--- src/rtl/muon_decay_timer_pkg.sv ---
// Shared types for the muon decay timer: ADC sample width, FSM states, FIFO entry record.
// The entry's dt field is DT_W_DEF bits wide; the top casts its counter into it.
package muon_pkg;
    localparam int ADC_W    = 14;
    localparam int DT_W_DEF = 16;

    typedef logic [ADC_W-1:0] adc_t;

    typedef enum logic {
        ST_IDLE  = 1'b0,
        ST_ARMED = 1'b1
    } state_t;

    typedef struct packed {
        logic [DT_W_DEF-1:0] dt;
        adc_t                amp1;
        adc_t                amp2;
    } entry_t;
endpackage

--- src/rtl/muon_decay_timer_if.sv ---
// Control, trigger/sample inputs and result-FIFO outputs of the decay timer.
// master drives stimulus and pops; slave is the timer itself.
interface muon_decay_timer_if import muon_pkg::*; #(
    parameter int DT_W = DT_W_DEF
) ();
    logic            enable;
    logic            trig_in;
    adc_t            adc_dat_in;
    logic [DT_W-1:0] holdoff;
    logic [DT_W-1:0] window;
    logic            rd_en;
    logic [DT_W-1:0] dt_out;
    adc_t            amp1_out;
    adc_t            amp2_out;
    logic            empty;
    logic            full;
    logic            overflow;
    logic [31:0]     n_timeout;
    logic            busy;

    modport master (
        output enable, trig_in, adc_dat_in, holdoff, window, rd_en,
        input  dt_out, amp1_out, amp2_out, empty, full, overflow, n_timeout, busy
    );

    modport slave (
        input  enable, trig_in, adc_dat_in, holdoff, window, rd_en,
        output dt_out, amp1_out, amp2_out, empty, full, overflow, n_timeout, busy
    );
endinterface

--- src/rtl/muon_decay_timer_event_fifo.sv ---
// First-word fall-through FIFO; a write appears at the head one cycle after its edge.
// A write when full is dropped (o_drop) unless a pop happens on the same edge.
module event_fifo #(
    parameter int W  = 44,
    parameter int AW = 3
) (
    input  logic         i_clk,
    input  logic         i_rst_n,
    input  logic         i_wr_en,
    input  logic [W-1:0] i_wr_dat,
    input  logic         i_rd_en,
    output logic [W-1:0] o_rd_dat,
    output logic         o_empty,
    output logic         o_full,
    output logic         o_drop
);
    localparam int         DEPTH    = 1 << AW;
    localparam logic [AW:0] FULL_CNT = DEPTH[AW:0];

    logic [W-1:0]  r_mem [DEPTH];
    logic [AW-1:0] r_wr_ptr;
    logic [AW-1:0] r_rd_ptr;
    logic [AW:0]   r_count;
    logic          w_pop;
    logic          w_push;

    assign o_empty  = (r_count == '0);
    assign o_full   = (r_count == FULL_CNT);
    assign w_pop    = i_rd_en & ~o_empty;
    assign w_push   = i_wr_en & (~o_full | w_pop);
    assign o_drop   = i_wr_en & o_full & ~w_pop;
    // Head is forced to zero while empty so stale storage never leaks out.
    assign o_rd_dat = o_empty ? '0 : r_mem[r_rd_ptr];

    always_ff @(posedge i_clk) begin
        if (w_push) begin
            r_mem[r_wr_ptr] <= i_wr_dat;
        end
    end

    always_ff @(posedge i_clk or negedge i_rst_n) begin
        if (!i_rst_n) begin
            r_wr_ptr <= '0;
            r_rd_ptr <= '0;
            r_count  <= '0;
        end else begin
            if (w_push) begin
                r_wr_ptr <= r_wr_ptr + 1'b1;
            end
            if (w_pop) begin
                r_rd_ptr <= r_rd_ptr + 1'b1;
            end
            case ({w_push, w_pop})
                2'b10:   r_count <= r_count + 1'b1;
                2'b01:   r_count <= r_count - 1'b1;
                default: r_count <= r_count;
            endcase
        end
    end
endmodule

--- src/rtl/muon_decay_timer.sv ---
// Measures cycles between two trigger rising edges and queues {dt, amp1, amp2} results.
// Result visible one cycle after the second edge; a full FIFO drops results (sticky overflow).
module muon_decay_timer import muon_pkg::*; #(
    parameter int DT_W    = DT_W_DEF,
    parameter int FIFO_AW = 3
) (
    input  logic               adc_clk,
    input  logic               adc_rstn,
    muon_decay_timer_if.slave  bus
);
    state_t          r_state;
    state_t          w_state_nxt;
    logic            r_trig_d;
    logic [DT_W-1:0] r_cnt;
    logic [DT_W-1:0] w_cnt_nxt;
    adc_t            r_amp1;
    adc_t            w_amp1_nxt;
    logic            r_overflow;
    logic [31:0]     r_n_timeout;
    logic            w_rise;
    logic            w_push;
    logic            w_timeout;
    logic            w_drop;
    logic            w_empty;
    logic            w_full;
    entry_t          w_push_dat;
    entry_t          w_head;

    assign w_rise = bus.trig_in & ~r_trig_d;

    always_comb begin
        w_state_nxt = r_state;
        w_cnt_nxt   = r_cnt;
        w_amp1_nxt  = r_amp1;
        w_push      = 1'b0;
        w_timeout   = 1'b0;
        case (r_state)
            ST_IDLE: begin
                if (bus.enable && w_rise) begin
                    w_state_nxt = ST_ARMED;
                    w_cnt_nxt   = DT_W'(1);
                    w_amp1_nxt  = bus.adc_dat_in;
                end
            end
            ST_ARMED: begin
                if (!bus.enable) begin
                    w_state_nxt = ST_IDLE;
                end else if (w_rise && (r_cnt >= bus.holdoff)) begin
                    w_push      = 1'b1;
                    w_state_nxt = ST_IDLE;
                end else if ((r_cnt == bus.window) || (r_cnt == '1)) begin
                    // Saturated count also ends the event, covering window == 0.
                    w_timeout   = 1'b1;
                    w_state_nxt = ST_IDLE;
                end else begin
                    w_cnt_nxt = r_cnt + 1'b1;
                end
            end
            default: w_state_nxt = ST_IDLE;
        endcase
    end

    always_comb begin
        w_push_dat      = '0;
        w_push_dat.dt   = DT_W_DEF'(r_cnt);
        w_push_dat.amp1 = r_amp1;
        w_push_dat.amp2 = bus.adc_dat_in;
    end

    always_ff @(posedge adc_clk or negedge adc_rstn) begin
        if (!adc_rstn) begin
            r_state     <= ST_IDLE;
            r_trig_d    <= 1'b1;
            r_cnt       <= '0;
            r_amp1      <= '0;
            r_overflow  <= 1'b0;
            r_n_timeout <= '0;
        end else begin
            r_state  <= w_state_nxt;
            r_trig_d <= bus.trig_in;
            r_cnt    <= w_cnt_nxt;
            r_amp1   <= w_amp1_nxt;
            if (w_drop) begin
                r_overflow <= 1'b1;
            end
            if (w_timeout && (r_n_timeout != '1)) begin
                r_n_timeout <= r_n_timeout + 32'd1;
            end
        end
    end

    event_fifo #(
        .W  ($bits(entry_t)),
        .AW (FIFO_AW)
    ) u_fifo (
        .i_clk    (adc_clk),
        .i_rst_n  (adc_rstn),
        .i_wr_en  (w_push),
        .i_wr_dat (w_push_dat),
        .i_rd_en  (bus.rd_en),
        .o_rd_dat (w_head),
        .o_empty  (w_empty),
        .o_full   (w_full),
        .o_drop   (w_drop)
    );

    assign bus.dt_out    = DT_W'(w_head.dt);
    assign bus.amp1_out  = w_head.amp1;
    assign bus.amp2_out  = w_head.amp2;
    assign bus.empty     = w_empty;
    assign bus.full      = w_full;
    assign bus.overflow  = r_overflow;
    assign bus.n_timeout = r_n_timeout;
    assign bus.busy      = (r_state == ST_ARMED);
endmodule

--- src/flat_wrapper.sv ---
// flat-port wrapper written by rule: the top's interface ports become plain ports
module muon_decay_timer_flat import muon_pkg::*;
#(
    parameter int DT_W    = DT_W_DEF,
    parameter int FIFO_AW = 3
)
  (adc_clk, adc_rstn, bus_enable, bus_trig_in, bus_adc_dat_in, bus_holdoff, bus_window, bus_rd_en, bus_dt_out, bus_amp1_out, bus_amp2_out, bus_empty, bus_full, bus_overflow, bus_n_timeout, bus_busy);
  muon_decay_timer_if #(.DT_W(DT_W)) bus_i ();
  input  logic adc_clk;
  input  logic adc_rstn;
  input wire logic [$bits(bus_i.enable)-1:0] bus_enable;
  input wire logic [$bits(bus_i.trig_in)-1:0] bus_trig_in;
  input wire logic [$bits(bus_i.adc_dat_in)-1:0] bus_adc_dat_in;
  input wire logic [$bits(bus_i.holdoff)-1:0] bus_holdoff;
  input wire logic [$bits(bus_i.window)-1:0] bus_window;
  input wire logic [$bits(bus_i.rd_en)-1:0] bus_rd_en;
  output wire logic [$bits(bus_i.dt_out)-1:0] bus_dt_out;
  output wire logic [$bits(bus_i.amp1_out)-1:0] bus_amp1_out;
  output wire logic [$bits(bus_i.amp2_out)-1:0] bus_amp2_out;
  output wire logic [$bits(bus_i.empty)-1:0] bus_empty;
  output wire logic [$bits(bus_i.full)-1:0] bus_full;
  output wire logic [$bits(bus_i.overflow)-1:0] bus_overflow;
  output wire logic [$bits(bus_i.n_timeout)-1:0] bus_n_timeout;
  output wire logic [$bits(bus_i.busy)-1:0] bus_busy;
  assign bus_i.enable = bus_enable;
  assign bus_i.trig_in = bus_trig_in;
  assign bus_i.adc_dat_in = bus_adc_dat_in;
  assign bus_i.holdoff = bus_holdoff;
  assign bus_i.window = bus_window;
  assign bus_i.rd_en = bus_rd_en;
  assign bus_dt_out = bus_i.dt_out;
  assign bus_amp1_out = bus_i.amp1_out;
  assign bus_amp2_out = bus_i.amp2_out;
  assign bus_empty = bus_i.empty;
  assign bus_full = bus_i.full;
  assign bus_overflow = bus_i.overflow;
  assign bus_n_timeout = bus_i.n_timeout;
  assign bus_busy = bus_i.busy;
  muon_decay_timer #(.DT_W(DT_W), .FIFO_AW(FIFO_AW)) u_core (.adc_clk(adc_clk), .adc_rstn(adc_rstn), .bus(bus_i));
endmodule
--- config.mk ---
export PLATFORM = sky130hd
export DESIGN_NAME = muon_decay_timer_flat
export DESIGN_NICKNAME = d
export VERILOG_FILES = /design/src/rtl/muon_decay_timer_pkg.sv /design/src/rtl/muon_decay_timer_if.sv /design/src/rtl/muon_decay_timer_event_fifo.sv /design/src/rtl/muon_decay_timer.sv /design/src/flat_wrapper.sv
export SDC_FILE = /design/constraint.sdc
export NUM_CORES = 1
export LEC_CHECK = 0
export ABC_CLOCK_PERIOD_IN_PS = 17400
export CAP_MARGIN = 10
export CORE_MARGIN = 8
export CORE_UTILIZATION = 50
export CTS_CLUSTER_DIAMETER = 40
export DETAILED_ROUTE_END_ITERATION = 16
export DONT_BUFFER_PORTS = 1
export SETUP_SLACK_MARGIN = 0.15
export SYNTH_ARGS = -nofsm -noshare
export SYNTH_HDL_FRONTEND = slang
export SYNTH_SLANG_ARGS = --single-unit
--- constraint.sdc ---
create_clock -name adc_clk -period 17.4 [get_ports adc_clk]
set_input_delay 3.48 -clock adc_clk [delete_from_list [all_inputs] [get_ports adc_clk]]
set_output_delay 3.48 -clock adc_clk [all_outputs]
set_load 0.005 [all_outputs]
# Yosys cells after proc, flatten, opt, wreduce, memory -nomap -nowiden
# Memories as Yosys holds them, arrays and structs flattened.
# Index checks and enable logic that the tools add are counted.
# word_totals
regBits,75
ramBits,352
inputBits,51
out_inout_bits,80
wordCells,67
n_memories,1
# memory_table
name,words,width,rd,rd_clocked_by_memory_dff,wr,line_no,text
u_core.u_fifo.r_mem,8,44,1,0,1,muon_decay_timer_event_fifo.sv:20,logic [W-1:0] r_mem [DEPTH];
# op_classes
n_addsub,6
magnitude_cmp,1
eq_ne,10
mux,21
bitwise_logic,11
n_reduce_logical,8
# op_table
op,n
16-bit 2-to-1 mux,4
44-bit 2-to-1 mux,1
"32-bit by 1-bit adder with 32-bit output, second input constant",1
"32-bit != test, second input constant",1
16-bit case mux with 2 select lines,1
"16-bit by 1-bit adder with 16-bit output, second input constant",1
16-bit == test,1
"16-bit == test, second input constant",1
16-bit >= comparator,1
1-bit 2-to-1 mux,13
4-bit case mux with 2 select lines,1
"3-bit by 1-bit adder with 3-bit output, second input constant",2
"2-bit != test, second input constant",3
1-bit bitwise AND,5
1-bit inverter,5
"4-bit by 1-bit adder with 4-bit output, second input constant",1
"4-bit == test, second input constant",1
4-bit zero test,1
4-bit AND reduction,1
"4-bit by 1-bit subtractor with 4-bit output, second input constant",1
1-bit logical AND,3
"2-bit by 1-bit == test with 1-bit output, second input constant",1
"2-bit == test, second input constant",1
"2-bit by 1-bit != test with 1-bit output, second input constant",1
5 further kinds,5

# Longest topological paths before layout
# Gate-level depths: netlist (run 1).
# depth
depth_word,9
ltp_mapped,15
depth_no_buf,15

# Modules after synthesis
# Synthesis (run 1) repeated with hierarchy kept, for this count alone.
# unflattened
hier_cells,1016
hier_area_um2,17832.1
# by_module_without_submodules
module,n_inst,cells_per_inst,area_per_inst_um2,seq_area_each_um2
event_fifo,1,597,13837.0,10820.4
muon_decay_timer,1,419,3995.1,1627.8

# Least setup slack after synthesis (run 1)
# Ideal clock, no wire load.
# synth_path
path_kind,in2reg
startpoint,input port bus_holdoff[11]
endpoint,"memory u_core.u_fifo.r_mem[1][0], enable pin"
setup_time_ns,0.500
arrival_ns,8.263
t_required_ns,16.900
setup_slack_ns,8.637
path_stages,9
path_buffers,0
path_cell_list,inv_1 ha_1 nand4_1 nor4_1 o31a_1 o31a_1 nand3_2 or3b_2 nor3_1
# synth_between
elab_chain_len,8
# synth_lines
element,line_no,text
"start, declared",flat_wrapper.sv:14,input wire logic [$bits(bus_i.holdoff)-1:0] bus_holdoff;
16-bit >= comparator,muon_decay_timer.sv:48,end else if (w_rise && (r_cnt >= bus.holdoff)) begin
1-bit logical AND,muon_decay_timer.sv:48,
1-bit 2-to-1 mux,muon_decay_timer.sv:48,
1-bit 2-to-1 mux,muon_decay_timer.sv:46,if (!bus.enable) begin
1-bit 2-to-1 mux,muon_decay_timer.sv:37,case (r_state)
1-bit bitwise AND,muon_decay_timer_event_fifo.sv:30,assign w_push = i_wr_en & (~o_full | w_pop);
1-bit 2-to-1 mux,muon_decay_timer_event_fifo.sv:36,if (w_push) begin
1-bit 2-to-1 mux (not written as such),muon_decay_timer_event_fifo.sv:37,r_mem[r_wr_ptr] <= i_wr_dat;
"end, declared",muon_decay_timer_event_fifo.sv:20,
# No other way between the ends.

# Worst setup path in the final report (run 1)
# layout_path
startpoint,input port bus_holdoff[11]
endpoint,"memory u_core.u_fifo.r_mem[0][28], enable pin"
# The elaborated chain is that of the path after synthesis.

==> metrics.txt, run 1 <==
async set-reset flop share out of synthesis 0.176; Clock transition at path regs 50 ps; Critical Path Stages 10; worst endpoint required time 17,580 ps; Tot GR Track Use 0.181; Setup crit end kind flip-flop; synth top area cells edfxtp_1 (60%), mux4_2 (11%), dfrtp_1 (11%), mux2i_1 (2.6%), xnor2_1 (2.5%); IO Count 131; Synth Flop Type edfxtp_1; fin cells 1,516; largest net degree at the start of global routing 76; largest area contributor in the netlist edfxtp_1; Place WS 9730 ps; final net count 1,094; reg2reg setup slack 12,660 ps; hold violation count in the final report 0; initial antenna violation count 0; setup ws final 10,370 ps; most common cell in the synthesized netlist edfxtp_1; Hold Crit Class reg2reg; vias in the first global route 9,466; DRC Markers 0; TritonCTS buffer count 51; Sink Count 427; slew at the pin closest to its max-slew limit 1030 ps; fin crit share 0.404; worst-skew pair later-pin latency 550 ps; Post-synth top cells edfxtp_1 (352), mux4_2 (88), dfrtp_1 (74); first-pass GRT wire length 57.4 mm; post-synthesis cell type count 51; Mapped Area 17,500 um2; Setup Fix Bufs, Post-CTS 0; vias post-DR 8,929; critical-path cell list inv_1 -> ha_1 -> nand4_1 -> nor4_1 -> o31a_1 -> o31a_1 -> nand3_2 -> or3_1 -> nor3_2 -> buf_4; FF-to-FF Start u_core.r_cnt[13]$_DFFE_PN0P_; Hold-fix buffers, CTS 0; Ant. Diodes 0; Setup TNS 0 ps; layout cell share with drive strength beyond 1 0.197; FF-to-FF path depth 9; cell mode on critical path o31a_1; DRT iter0 DRCs 414; WHS 465 ps; HPWL after DPL 21.4 mm; Setup violations, final 0; dpl cells 1,422; CP arrival 7210 ps; Critical Path Source bus_holdoff[11]; sequential-to-total area share from yosys stat 0.710; PD cells 140 nW/um2; post_cts resized 0; status completed; Min Clock Period, post-route 7030 ps; RSZ-0062 raised after global routing no; CP endpoint u_core.u_fifo.r_mem[0][28]$_DFFE_PP_; syn_area_per_cell 17.5 um2; flops & latches, synth 427; Setup Skew 13.1 ps; Max Cap Viol 0; initial core utilization 0.507; TritonCTS clock tree done; Layout area overhead 12.3%; Util after Layout 0.570; Yosys warnings 0; die footprint 41,300 um2; syn_nets 1,073; Slew Viols, Final 0; critical path fanouts, max 35; CP delay by family, top simple AND/OR/NAND/NOR gates; Lkg Pwr 6.93 nW; fmax 142 MHz; die height 203 um; Mapped Cells 999; die width 203 um; area share of the largest cell type after synthesis 0.603; DRT Pass-1 Iters 5; grt total ovfl 0; ANT nets after route 0; Buf/Inv on CP 2; max-slew headroom at the worst pin 0.311; DR WL/cell 24.2 um; slowest stage delay, CP 830 ps; Clock Path Buffers 3; R2R Path End u_core.u_fifo.r_mem[0][28]$_DFFE_PP_; worst setup path class in2reg; EDFF count, synth 352; Rows 68; CTS root buf clkbuf_16; Placer Congestion 0.722; buffers added on ports 0; DR vias/cell 5.89; VDD IR max 0.0930 mV; CTS H-tree depth 2; critical path launch point type input port; Post-Route WL 36.8 mm; core region area 34,500 um2; Slowest cell on crit path nor3_2
-- cells in the final DEF, fill, tap and decap left out, types with 14 or more instances in the layout --
master	count
nand3_1	17
xnor2_1	50
a21oi_1	18
edfxtp_1	352
clkbuf_16	53
mux2i_1	46
inv_1	22
mux4_2	88
nand2_1	65
nor2_1	54
and3_1	14
dfrtp_1	71
nand4_1	35
ha_1	22
-- worst min path at each step --
stage | from | endpoint | slack [ps] | cells past startpoint
2_1_floorplan | u_core.bus.overflow$_DFFE_PN0P_ | u_core.bus.overflow$_DFFE_PN0P_ | 460 | 1
3_3_place_gp | u_core.u_fifo.r_rd_ptr[2]$_DFFE_PN0P_ | u_core.u_fifo.r_rd_ptr[2]$_DFFE_PN0P_ | 450 | 1
3_5_place_dp | u_core.u_fifo.r_rd_ptr[2]$_DFFE_PN0P_ | u_core.u_fifo.r_rd_ptr[2]$_DFFE_PN0P_ | 460 | 1
4_1_cts | u_core.u_fifo.r_rd_ptr[2]$_DFFE_PN0P_ | u_core.u_fifo.r_rd_ptr[2]$_DFFE_PN0P_ | 470 | 1
5_1_grt | u_core.u_fifo.r_rd_ptr[2]$_DFFE_PN0P_ | u_core.u_fifo.r_rd_ptr[2]$_DFFE_PN0P_ | 490 | 1
6_report | u_core.u_fifo.r_rd_ptr[2]$_DFFE_PN0P_ | u_core.u_fifo.r_rd_ptr[2]$_DFFE_PN0P_ | 470 | 1
-- per-stage QoR --
stage | power, mW | area [um2]
CTS | 2.80 | 19700
global placement | 1.80 | 18100
global route | 2.87 | 19700
finish | 2.75 | 19700
floorplan | 1.65 | 17500
detailed placement | 1.80 | 18100
-- per-layer routing --
layer,vias up,part of all wire,routed length (um),track usage
met5,-,0,0,0
met2,221,0.49,18100,0.299
met4,0,0.014,530,0.0399
met3,45,0.062,2270,0.0452
li1,3972,-,-,-
met1,4691,0.43,15800,0.240
-- state kept, by name (all words and copies together), names as in the netlist --
| name | count |
|---|---|
| u_core.bus.busy | 1 |
| u_core.bus.n_timeout | 32 |
| u_core.bus.overflow | 1 |
| u_core.r_amp1 | 14 |
| u_core.r_cnt | 16 |
| u_core.r_trig_d | 1 |
| u_core.u_fifo.r_count | 4 |
| u_core.u_fifo.r_mem | 352 |
| u_core.u_fifo.r_rd_ptr | 3 |
| u_core.u_fifo.r_wr_ptr | 3 |
-- cells by family after synthesis --
kind of cell,share of synthesized area
muxes,0.143
buffers and inverters,0.0157
adders and majority gates,0.0168
DFF,0.710
xor gates and xnor gates,0.0260
and+or+nand+nor,0.0699
AOI/OAI and AO/OA,0.0187
-- power breakdown --
part           leakage (nW)  total (mW)  switching (mW)  internal, mW
registers              4.21        1.22          0.0845          1.14
logic                  1.96       0.533           0.264         0.269
clock network         0.767       0.993           0.414         0.579
total                  6.93        2.75           0.762          1.99
-- layout make-up --
| cell class | instances | area [um2] |
|---|---|---|
| Fill cell | 2674 | 14900 |
| Sequential cell | 427 | 12500 |
| Multi-Input combinational cell | 504 | 4860 |
| Clock buffer | 61 | 1360 |
| Tap cell | 455 | 569 |
| Clock inverter | 33 | 258 |
| Timing Repair Buffer | 13 | 97.6 |
| Inverter | 23 | 86.3 |
Note: power is estimated with default switching activity, not from simulation.
==> inputs of run 2 (changes only) <==
--- a/config.mk
+++ b/config.mk
@@ -5,13 +5,14 @@
 export SDC_FILE = /design/constraint.sdc
 export NUM_CORES = 1
 export LEC_CHECK = 0
-export ABC_CLOCK_PERIOD_IN_PS = 17400
+export ABC_CLOCK_PERIOD_IN_PS = 5700
 export CAP_MARGIN = 10
 export CORE_MARGIN = 8
 export CORE_UTILIZATION = 50
 export CTS_CLUSTER_DIAMETER = 40
 export DETAILED_ROUTE_END_ITERATION = 16
 export DONT_BUFFER_PORTS = 1
+export PLACE_DENSITY = 0.68
 export SETUP_SLACK_MARGIN = 0.15
 export SYNTH_ARGS = -nofsm -noshare
 export SYNTH_HDL_FRONTEND = slang
==> constraint.sdc (replaced) <==
create_clock -name adc_clk -period 5.7 [get_ports adc_clk]
set_input_delay 1.14 -clock adc_clk [delete_from_list [all_inputs] [get_ports adc_clk]]
set_output_delay 1.14 -clock adc_clk [all_outputs]
set_load 0.005 [all_outputs]
==> metrics.txt, run 2 (synthesis gave the netlist of run 1 again) <==
RSZ-0062 raised after global routing no (unchanged); Setup Skew 17.0 ps (was 13.1 ps); die width 203 um (unchanged); core region area 34,500 um2 (unchanged); Clock Path Buffers 3 (unchanged); largest net degree at the start of global routing 76 (unchanged); fmax 245 MHz; final net count 1,106 (was 1,094); critical path launch point type flip-flop (was input port); Ant. Diodes 0 (unchanged); setup ws final 1620 ps (was 10,370 ps); Clk network pwr share 0.392 (was 0.361); TritonCTS clock tree done (unchanged); DRC Markers 0 (unchanged); status completed (unchanged); CTS root buf clkbuf_16 (unchanged); die footprint 41,300 um2 (unchanged); DR WL/cell 24.2 um (about the same); P_int 6.40 mW (was 1.99 mW); ANT nets after route 0 (unchanged); Setup Fix Bufs, Post-CTS 0 (unchanged); post_cts resized 0 (unchanged); Layout area overhead 14.5% (was 12.3%); CTS H-tree depth 2 (unchanged); Util after Layout 0.581 (was 0.570); TritonCTS buffer count 57 (was 51); most frequent cells in the layout edfxtp_1 (352), mux4_2 (88), dfrtp_1 (71) (unchanged); Net Sw Power 2.47 mW (was 0.762 mW); buffers added on ports 0 (unchanged); Place WS 1190 ps (was 9730 ps); total chip power 8.87 mW (was 2.75 mW); dpl cells 1,428 (was 1,422); Largest Register u_core.u_fifo.r_mem (unchanged); initial antenna violation count 0 (unchanged); PD cells 442 nW/um2 (was 140 nW/um2); post-route cell area 20,100 um2 (was 19,700 um2); worst endpoint required time 4560 ps (was 17,580 ps); commonest non-fill, non-tap cell in the layout edfxtp_1 (unchanged); vias in the first global route 9,797 (was 9,466); DRT iter0 DRCs 641 (was 414); Placer Congestion 0.745 (was 0.722); Slew Viols, Final 0 (unchanged); Setup TNS 0 ps (unchanged); HPWL after DPL 22.4 mm (was 21.4 mm); fin crit share 0.716; vias post-DR 9,044 (was 8,929); Lkg Pwr 7.13 nW (was 6.93 nW); VDD IR max 0.268 mV (was 0.0930 mV); Post-Route WL 37.2 mm (was 36.8 mm); max-slew headroom at the worst pin 0.271 (was 0.311); Min Clock Period, post-route 4080 ps; WHS 262 ps (was 465 ps); fin cells 1,536 (was 1,516); Max Cap Viol 0 (unchanged); Hold Crit Class in2async (was reg2reg); grt total ovfl 0 (unchanged); die height 203 um (unchanged); Setup violations, final 0 (unchanged); initial core utilization 0.507 (unchanged); worst setup path class reg2out (was in2reg); Sink Count 427 (unchanged); DR vias/cell 5.89 (about the same); worst-skew pair later-pin latency 580 ps (was 550 ps); Rows 68 (unchanged); Setup crit end kind output port (was flip-flop); IO Count 131 (unchanged); Sw Ratio 0.278 (was 0.277); layout cell share with drive strength beyond 1 0.210 (was 0.197); CP arrival 2940 ps (was 7210 ps); slew at the pin closest to its max-slew limit 1090 ps (was 1030 ps); placed instance area 18,200 um2 (was 18,100 um2); DRT Pass-1 Iters 5 (unchanged); Largest register FFs 352 (unchanged); Tot GR Track Use 0.183 (was 0.181); Comb power frac 0.183 (was 0.194); first-pass GRT wire length 58.3 mm (was 57.4 mm); Reg power frac 0.425 (was 0.445); Clock transition at path regs 50 ps (about the same); hold violation count in the final report 0 (unchanged); critical path fanouts, max 31 (was 35); Hold-fix buffers, CTS 0 (unchanged)
-- run 2: cell count changes in the layout (fill, tap and decap cells not counted) --
cell | before | now
inv_6 | 5 | 15
clkbuf_16 | 53 | 59
buf_4 | 13 | 17
clkinv_2 | 7 | 3
clkinvlp_4 | 9 | 5
clkinv_1 | 4 | 7
buf_12 | 0 | 2
bufinv_16 | 1 | 3
clkbuf_8 | 0 | 2
clkinv_4 | 5 | 3
clkinv_8 | 0 | 2
nor3_2 | 2 | 0
nor3_4 | 0 | 2
clkbuf_1 | 8 | 7
-- run 2: final cells by class --
type / count / area (um2)
Timing Repair Buffer: 19 / 168
Clock inverter: 40 / 382
Sequential cell: 427 / 12500
Multi-Input combinational cell: 504 / 4870
Clock buffer: 68 / 1530
Inverter: 23 / 86.3
Fill cell: 2650 / 14500
Tap cell: 455 / 569
-- run 2: routing by layer --
layer  GRT usage  share of wire
met4      0.0427          0.015
met3      0.0470          0.065
met2       0.307           0.50
met1       0.239           0.42
met5           0              0
-- run 2: power groups by stage --
stage	Combinational (mW)	Sequential, mW	Clock (mW)
floorplan	1.44	3.59	0
global placement	1.64	3.84	0
detailed placement	1.67	3.85	0
CTS	1.67	3.78	3.54
global route	1.78	3.81	3.67
finish	1.62	3.77	3.48
-- run 2: path summary, 6_finish.rpt --
kind / from / to / slack [ps] / cells after the start
worst max-delay path: u_core.u_fifo.r_rd_ptr[0]$_DFFE_PN0P_ / bus_amp2_out[12] / 1620 / 4
min in group adc_clk: u_core.bus.overflow$_DFFE_PN0P_ / u_core.bus.overflow$_DFFE_PN0P_ / 520 / 1
worst max register to register: u_core.r_cnt[13]$_DFFE_PN0P_ / u_core.u_fifo.r_count[3]$_DFFE_PN0P_ / 1680 / 14
max in group asynchronous: adc_rstn / u_core.r_trig_d$_DFF_PN1_ / 5240 / 0
worst min-delay path: adc_rstn / u_core.bus.n_timeout[22]$_DFFE_PN0P_ / 260 / 0
worst min register to register: u_core.bus.overflow$_DFFE_PN0P_ / u_core.bus.overflow$_DFFE_PN0P_ / 520 / 1
-- run 2: worst max-delay path: stages, from the launching register on --
cell	delay, ps
dfrtp_4	820
buf_4	630
mux4_2	600
mux2i_1	210
nor2_1	100
